<file path="src/rtl/uart_cmd_parser_pkg.sv">
// rtl/uart_cmd_parser_pkg.sv - shared state, ASCII and rate definitions for the command parser
package uart_cmd_parser_pkg;

  typedef enum logic [2:0] {
    ST_IDLE,
    ST_CMD,
    ST_ARG_R,
    ST_ARG_D,
    ST_WAIT_CR,
    ST_COMMIT,
    ST_ERR
  } stateT;

  typedef logic [1:0] rateT;

  localparam logic [7:0] ASCII_DOLLAR = 8'h24;
  localparam logic [7:0] ASCII_CR     = 8'h0D;
  localparam logic [7:0] ASCII_R      = 8'h52;
  localparam logic [7:0] ASCII_D      = 8'h44;
  localparam logic [7:0] ASCII_G      = 8'h47;
  localparam logic [7:0] ASCII_H      = 8'h48;
  localparam logic [7:0] ASCII_T      = 8'h54;
  localparam logic [7:0] ASCII_K      = 8'h4B;
  localparam logic [7:0] ASCII_E      = 8'h45;
  localparam logic [7:0] ASCII_0      = 8'h30;
  localparam logic [7:0] ASCII_9      = 8'h39;

  function automatic logic isDigit(input logic [7:0] b);
    return (b >= ASCII_0) && (b <= ASCII_9);
  endfunction

endpackage

</file>
<file path="src/rtl/uart_cmd_parser_digit_buf.sv">
// rtl/uart_cmd_parser_digit_buf.sv - cmd_digit_buf: payload digit store with count and read index
module cmd_digit_buf #(
  parameter  int DEPTH = 8,
  localparam int CW    = $clog2(DEPTH + 1),
  localparam int IW    = (DEPTH > 1) ? $clog2(DEPTH) : 1
) (
  input  logic          clk,
  input  logic          reset,
  input  logic          clr,
  input  logic          wrEn,
  input  logic [7:0]    wrData,
  input  logic          rdAdv,
  output logic [CW-1:0] count,
  output logic          full,
  output logic          rdLast,
  output logic [7:0]    rdData
);

  logic [7:0]    mem [DEPTH];
  logic [CW-1:0] rdIdx;

  always_ff @(posedge clk) begin
    if (reset || clr) begin
      count <= '0;
      rdIdx <= '0;
      for (int i = 0; i < DEPTH; i++) mem[i] <= '0;
    end else begin
      if (wrEn && !full) begin
        mem[count[IW-1:0]] <= wrData;
        count              <= count + CW'(1);
      end
      if (rdAdv) rdIdx <= rdIdx + CW'(1);
    end
  end

  assign full   = (count == CW'(DEPTH));
  assign rdLast = ((rdIdx + CW'(1)) == count);
  assign rdData = mem[rdIdx[IW-1:0]];

endmodule

</file>
<file path="src/rtl/uart_cmd_parser.sv">
// rtl/uart_cmd_parser.sv - framed ASCII command parser with timeout; UART_CMD_ECHO_EN adds K/E ack echo
module uart_cmd_parser
  import uart_cmd_parser_pkg::*;
#(
  parameter int MAX_DIGITS  = 8,
  parameter int TIMEOUT_CYC = 50_000_000
) (
  input  logic       clk,
  input  logic       reset,
  input  logic [7:0] iRX_DATA,
  input  logic       iRX_VALID,
  input  logic       iFIFO_FULL,
  output logic [7:0] oData,
  output logic       oWRen,
  output logic [1:0] oRate,
  output logic       oSTART,
  output logic       oTX_REQ,
  output logic       oERR,
  output logic       oDROP,
  output logic       oBUSY
`ifdef UART_CMD_ECHO_EN
  ,
  output logic [7:0] oACK_DATA,
  output logic       oACK_VALID
`endif
);

  localparam int CW = $clog2(MAX_DIGITS + 1);
  localparam int TW = (TIMEOUT_CYC > 1) ? $clog2(TIMEOUT_CYC) : 1;

  stateT         state, stateNext;
  logic [TW-1:0] tmoCnt;
  logic [7:0]    cmdReg;
  rateT          pendRate;
  logic [CW-1:0] bufCount;
  logic          bufFull, bufLast, bufClr, bufWr, bufAdv;
  logic          timed, expire, errSet, execSet, cmdLoad, pendLoad;

  cmd_digit_buf #(.DEPTH(MAX_DIGITS)) uDigitBuf (
    .clk    (clk),
    .reset  (reset),
    .clr    (bufClr),
    .wrEn   (bufWr),
    .wrData (iRX_DATA),
    .rdAdv  (bufAdv),
    .count  (bufCount),
    .full   (bufFull),
    .rdLast (bufLast),
    .rdData (oData)
  );

  assign timed  = state inside {ST_CMD, ST_ARG_R, ST_ARG_D, ST_WAIT_CR, ST_ERR};
  // A byte arriving in the expiry cycle takes precedence over the timeout.
  assign expire = timed && !iRX_VALID && (tmoCnt == TW'(TIMEOUT_CYC - 1));

  always_ff @(posedge clk) begin
    if (reset) state <= ST_IDLE;
    else       state <= stateNext;
  end

  always_comb begin
    stateNext = state;
    bufClr    = 1'b0;
    bufWr     = 1'b0;
    bufAdv    = 1'b0;
    errSet    = 1'b0;
    execSet   = 1'b0;
    cmdLoad   = 1'b0;
    pendLoad  = 1'b0;
    if (expire) begin
      stateNext = ST_IDLE;
      bufClr    = 1'b1;
      errSet    = (state != ST_ERR);
    end else begin
      case (state)
        ST_IDLE: if (iRX_VALID && iRX_DATA == ASCII_DOLLAR) stateNext = ST_CMD;
        ST_CMD: if (iRX_VALID) begin
          case (iRX_DATA)
            ASCII_R: begin
              stateNext = ST_ARG_R;
              cmdLoad   = 1'b1;
            end
            ASCII_D: begin
              stateNext = ST_ARG_D;
              bufClr    = 1'b1;
            end
            ASCII_G, ASCII_H, ASCII_T: begin
              stateNext = ST_WAIT_CR;
              cmdLoad   = 1'b1;
            end
            default: stateNext = ST_ERR;
          endcase
        end
        ST_ARG_R: if (iRX_VALID) begin
          if (iRX_DATA >= ASCII_0 && iRX_DATA <= ASCII_0 + 8'd3) begin
            stateNext = ST_WAIT_CR;
            pendLoad  = 1'b1;
          end else begin
            stateNext = ST_ERR;
          end
        end
        ST_ARG_D: if (iRX_VALID) begin
          if (isDigit(iRX_DATA) && !bufFull)            bufWr     = 1'b1;
          else if (iRX_DATA == ASCII_CR && bufCount != '0) stateNext = ST_COMMIT;
          else                                          stateNext = ST_ERR;
        end
        ST_WAIT_CR: if (iRX_VALID) begin
          if (iRX_DATA == ASCII_CR) begin
            stateNext = ST_IDLE;
            execSet   = 1'b1;
          end else begin
            stateNext = ST_ERR;
          end
        end
        ST_COMMIT: if (!iFIFO_FULL) begin
          bufAdv = 1'b1;
          if (bufLast) begin
            stateNext = ST_IDLE;
            bufClr    = 1'b1;
          end
        end
        ST_ERR: if (iRX_VALID) begin
          if (iRX_DATA == ASCII_DOLLAR)  stateNext = ST_CMD;
          else if (iRX_DATA == ASCII_CR) stateNext = ST_IDLE;
        end
        default: stateNext = ST_IDLE;
      endcase
      if (stateNext == ST_ERR && state != ST_ERR) begin
        errSet = 1'b1;
        bufClr = 1'b1;
      end
    end
  end

  always_ff @(posedge clk) begin
    if (reset) begin
      tmoCnt   <= '0;
      cmdReg   <= '0;
      pendRate <= '0;
      oRate    <= '0;
      oSTART   <= 1'b0;
      oTX_REQ  <= 1'b0;
      oERR     <= 1'b0;
      oDROP    <= 1'b0;
    end else begin
      if (!timed || iRX_VALID || expire) tmoCnt <= '0;
      else                               tmoCnt <= tmoCnt + TW'(1);
      if (cmdLoad)  cmdReg   <= iRX_DATA;
      if (pendLoad) pendRate <= rateT'(iRX_DATA[1:0]);
      if (execSet) begin
        case (cmdReg)
          ASCII_R: oRate  <= pendRate;
          ASCII_G: oSTART <= 1'b1;
          ASCII_H: oSTART <= 1'b0;
          default: ;
        endcase
      end
      oTX_REQ <= execSet && (cmdReg == ASCII_T);
      oERR    <= errSet;
      oDROP   <= (state == ST_COMMIT) && iRX_VALID;
    end
  end

`ifdef UART_CMD_ECHO_EN
  always_ff @(posedge clk) begin
    if (reset) begin
      oACK_VALID <= 1'b0;
      oACK_DATA  <= '0;
    end else if (execSet || (state == ST_COMMIT && stateNext == ST_IDLE)) begin
      oACK_VALID <= 1'b1;
      oACK_DATA  <= ASCII_K;
    end else if (errSet || expire) begin
      oACK_VALID <= 1'b1;
      oACK_DATA  <= ASCII_E;
    end else begin
      oACK_VALID <= 1'b0;
      oACK_DATA  <= '0;
    end
  end
`endif

  // Write strobe follows the live FIFO flag so a full FIFO never sees a write.
  assign oWRen = (state == ST_COMMIT) && !iFIFO_FULL && !reset;
  assign oBUSY = (state != ST_IDLE);

endmodule
</file>
<file path="config.mk">
export PLATFORM = sky130hd
export DESIGN_NAME = uart_cmd_parser
export DESIGN_NICKNAME = d
export VERILOG_FILES = /design/src/rtl/uart_cmd_parser_pkg.sv /design/src/rtl/uart_cmd_parser_digit_buf.sv /design/src/rtl/uart_cmd_parser.sv
export SDC_FILE = /design/constraint.sdc
export NUM_CORES = 1
export LEC_CHECK = 0
export ABC_AREA = 1
export CAP_MARGIN = 20
export CORE_MARGIN = 3
export CORE_UTILIZATION = 30
export DETAILED_ROUTE_END_ITERATION = 7
export HOLD_SLACK_MARGIN = 0.03
export PLACE_DENSITY = 0.46
export SYNTH_ARGS = -nofsm -noshare
export SYNTH_HDL_FRONTEND = slang
export SYNTH_SLANG_ARGS = --single-unit
</file>
<file path="constraint.sdc">
create_clock -name clk -period 2.3 [get_ports clk]
set_clock_uncertainty 0.1 [all_clocks]
set_input_delay 0.46 -clock clk [delete_from_list [all_inputs] [get_ports clk]]
set_output_delay 0.46 -clock clk [all_outputs]
set_load 0.01 [all_outputs]
</file>
==> results.txt <==
Tcrit/Tclk final: 101%
Metal1 wirelength: 6750 um
Area after DPL: 6850 sq um
Post-synthesis sequential area ratio: 53.7%
Yosys top cell by area: edfxtp_1
Design Power: 5.35 mW
Synth top area cells: edfxtp_1 34%, dfxtp_1 20%, nor2_1 12%
Share of layout cells above drive strength 1: 27.4%
Highest metal used: met4
Core ar.: 18,300 sq um
Die area: 20,600 sq um
Die width: 143 um
Final Hold Fails: 0
Count of cell types in the netlist: 31
Placer congestion estimate: 0.857
Clock network power share: 52.6%
Nets: 862
Overflow after GRT: 0
Clock sink count: 120
Setup violators final: 64
Clock-pin slew on the worst setup and hold paths: 0.06 ns
Worst setup margin: -0.0308 ns
Met2 routed WL: 7190 um
Switching portion of total power: 21.5%
Largest net degree at the start of global routing: 27
CP arrival: 2.35 ns
Psw: 1.15 mW
Area grow syn2layout: 45.2%
Starting DRT DRC Count: 256
CP Capture Type: register
Worst EP required: 2.32 ns
#FFs+latches synth: 120
Final Util: 45.0%
Hold WC Path Type: reg2reg
Per-cell routed wire length: 13.5 um
First-pass GRT wire length: 23,300 um
Reg power frac: 43.2%
Multi-input logic area: 2800 sq um
Vias in the first global route: 4,862
PwrDens: 651 nW/um^2
Drt drc: 0
Dpl hpwl: 10,400 um
Antenna-violating nets left: 0
Cts bufs inserted: 17
Final Instance Area: 8220 sq um
CTS tree: done
Cells after synthesis: 706
Setup TNS: -1.27 ns
RSZ-0062 raised after global routing: yes
Int Pwr: 4.21 mW
Global-route usage over all layers: 14.6%
Top cell type's share of synthesized area: 33.9%
Number of flops mapped to enable cells by yosys: 64
Critical path class: in2reg
Warnings, synthesis: 0
CTS H-tree lvls: 4
Maximum clock path buffer count: 2
Post-synthesis cell area: 5660 sq um
R2R cell count: 13
Sequential cell area: 3060 sq um
Synth cell count leaders: 175 x nor2_1, 104 x nand2_1, 91 x inv_1
Ys async rst share: 0%
Hold Path Sink: oRate[1]
Fmax: 0.429 GHz
Synth Area per Inst: 8.02 sq um
Metal3 WL: 580 um
Clock period minus worst slack: 2.33 ns
Worst Hold Depth: 2
Failing checks: negative setup slack
WL final: 14,700 um
Initial cell density of the core: 31.0%
# hold bufs at CTS: 0
Worst flop-to-flop path startpoint: uDigitBuf.rdIdx[1]
Fin Hold WS: 0.341 ns
CP Max Fanout: 8
Num rows: 49
Fillers: 1,785
I/O Pins: 28
Status: complete, but fails checks
Max Slew Vio Count: 0
Most frequent cell after synthesis: nor2_1
Initial antenna violation count: 0
Via count: 5,023
Reg2reg end: uDigitBuf.mem[4][0]
LEAKAGE: 3.42 nW
Die span in y: 143 um
Startpoint Class: input port
Drt first pass iters: 7
Worst vdd ir: 0.601 mV
Later-pin clock latency in the skew report: 0.42 ns
Hold_sp: pendRate[1]
Via/cell ratio: 4.62
Max-cap violation count: 0
# diodes: 0
Combinational power share: 4.2%
Reg2reg setup slack: 0.03 ns
Post-synth top flop: edfxtp_1
CTS root buf: clkbuf_16
Port bufs: 27
state kept, by name (all words and copies together) (netlist names), named ones only:
signal and count:
cmdReg 8, oDROP 1, oERR 1, oRate 2, oSTART 1, oTX_REQ 1, pendRate 2, state 3
tmoCnt 26, uDigitBuf.count 4, uDigitBuf.mem 64, uDigitBuf.rdIdx 4
power by group through the flow:
stage / Clock (mW) / Combinational, mW / Sequential (mW)
after floorplan: 0 / 0.0840 / 2.35
after global placement: 0 / 0.188 / 2.36
after detailed placement: 0 / 0.189 / 2.36
after CTS: 2.88 / 0.195 / 2.31
after global routing: 2.99 / 0.244 / 2.32
final: 2.82 / 0.223 / 2.31
routing by layer:
| layer | up-vias | global-route usage, % |
|---|---|---|
| met1 | 2362 | 18.3 |
| met4 | 0 | 5.65 |
| li1 | 2575 | - |
| met3 | 10 | 4.03 |
| met5 | - | 0 |
| met2 | 76 | 24.0 |
kinds of logic after synthesis:
kind of cell	Yosys count	synth area share, %
and+or+nand+nor	365	27.1
muxes	1	0.177
DFF	120	53.7
buffers and inverters	111	7.38
xor gates and xnor gates	15	2.32
AOI/OAI and AO/OA	89	8.33
other	1	0.0662
adders and majority gates	4	0.884
critical path, cell delays in order:
cell	delay, ns
clkdlybuf4s50_1	0.50
inv_2	0.06
nand2_1	0.11
nor2_2	0.06
nand3_1	0.11
o21ai_0	0.11
nor2_1	0.19
nand3_4	0.11
nor2_4	0.12
nand3_4	0.10
nand2_4	0.12
clkinv_8	0.16
nand2_8	0.13
cell type report:
cell class	instances	area share, %
multi-input cells	490	34.0
clock buffers	21	6.25
repair buffers	122	12.9
clock inverters	11	1.58
well taps	229	3.48
flip-flops and latches	120	37.2
inverters	95	4.58
what timing repair did:
action	in CTS	in global routing
resized for setup	82	139
pin swaps	4	25
hold endpoints to repair	0	0
cloned	0	3
setup buffers	1	11
setup endpoints to repair	121	136
worst max path at each step:
stage / slack, ns / startpoint / cells past startpoint / end
2_1_floorplan: -0.04 / iRX_VALID / 12 / uDigitBuf.mem[0][0]
3_3_place_gp: -0.61 / iRX_DATA[2] / 12 / uDigitBuf.mem[7][6]
3_5_place_dp: -0.72 / iRX_DATA[2] / 12 / uDigitBuf.mem[5][7]
4_1_cts: -0.05 / register / 7 / oData[1]
5_1_grt: -0.11 / iRX_DATA[5] / 13 / uDigitBuf.mem[1][7]
6_report: -0.03 / iRX_DATA[5] / 13 / uDigitBuf.mem[4][0]
cells in the final DEF, fill, tap and decap left out, types with 16 or more instances in the layout:
master | synthesis | final
a21oi_1 | 21 | 20
buf_4 | 0 | 84
clkbuf_16 | 0 | 22
conb_1 | 1 | 16
dfxtp_1 | 56 | 50
edfxtp_1 | 64 | 64
inv_1 | 91 | 86
nand2_1 | 104 | 86
nand3_1 | 42 | 32
nor2_1 | 175 | 137
nor2_2 | 0 | 22
nor2_4 | 0 | 16
o21ai_0 | 50 | 26
o21ai_1 | 0 | 18
per-stage QoR:
stage	instances	setup WS (ns)
after global placement	1041	-0.606
after global routing	1088	-0.107
final	1088	-0.0308
after floorplan	721	-0.0404
after detailed placement	1041	-0.718
after CTS	1074	-0.0540
Note: power is estimated with default switching activity, not from simulation.
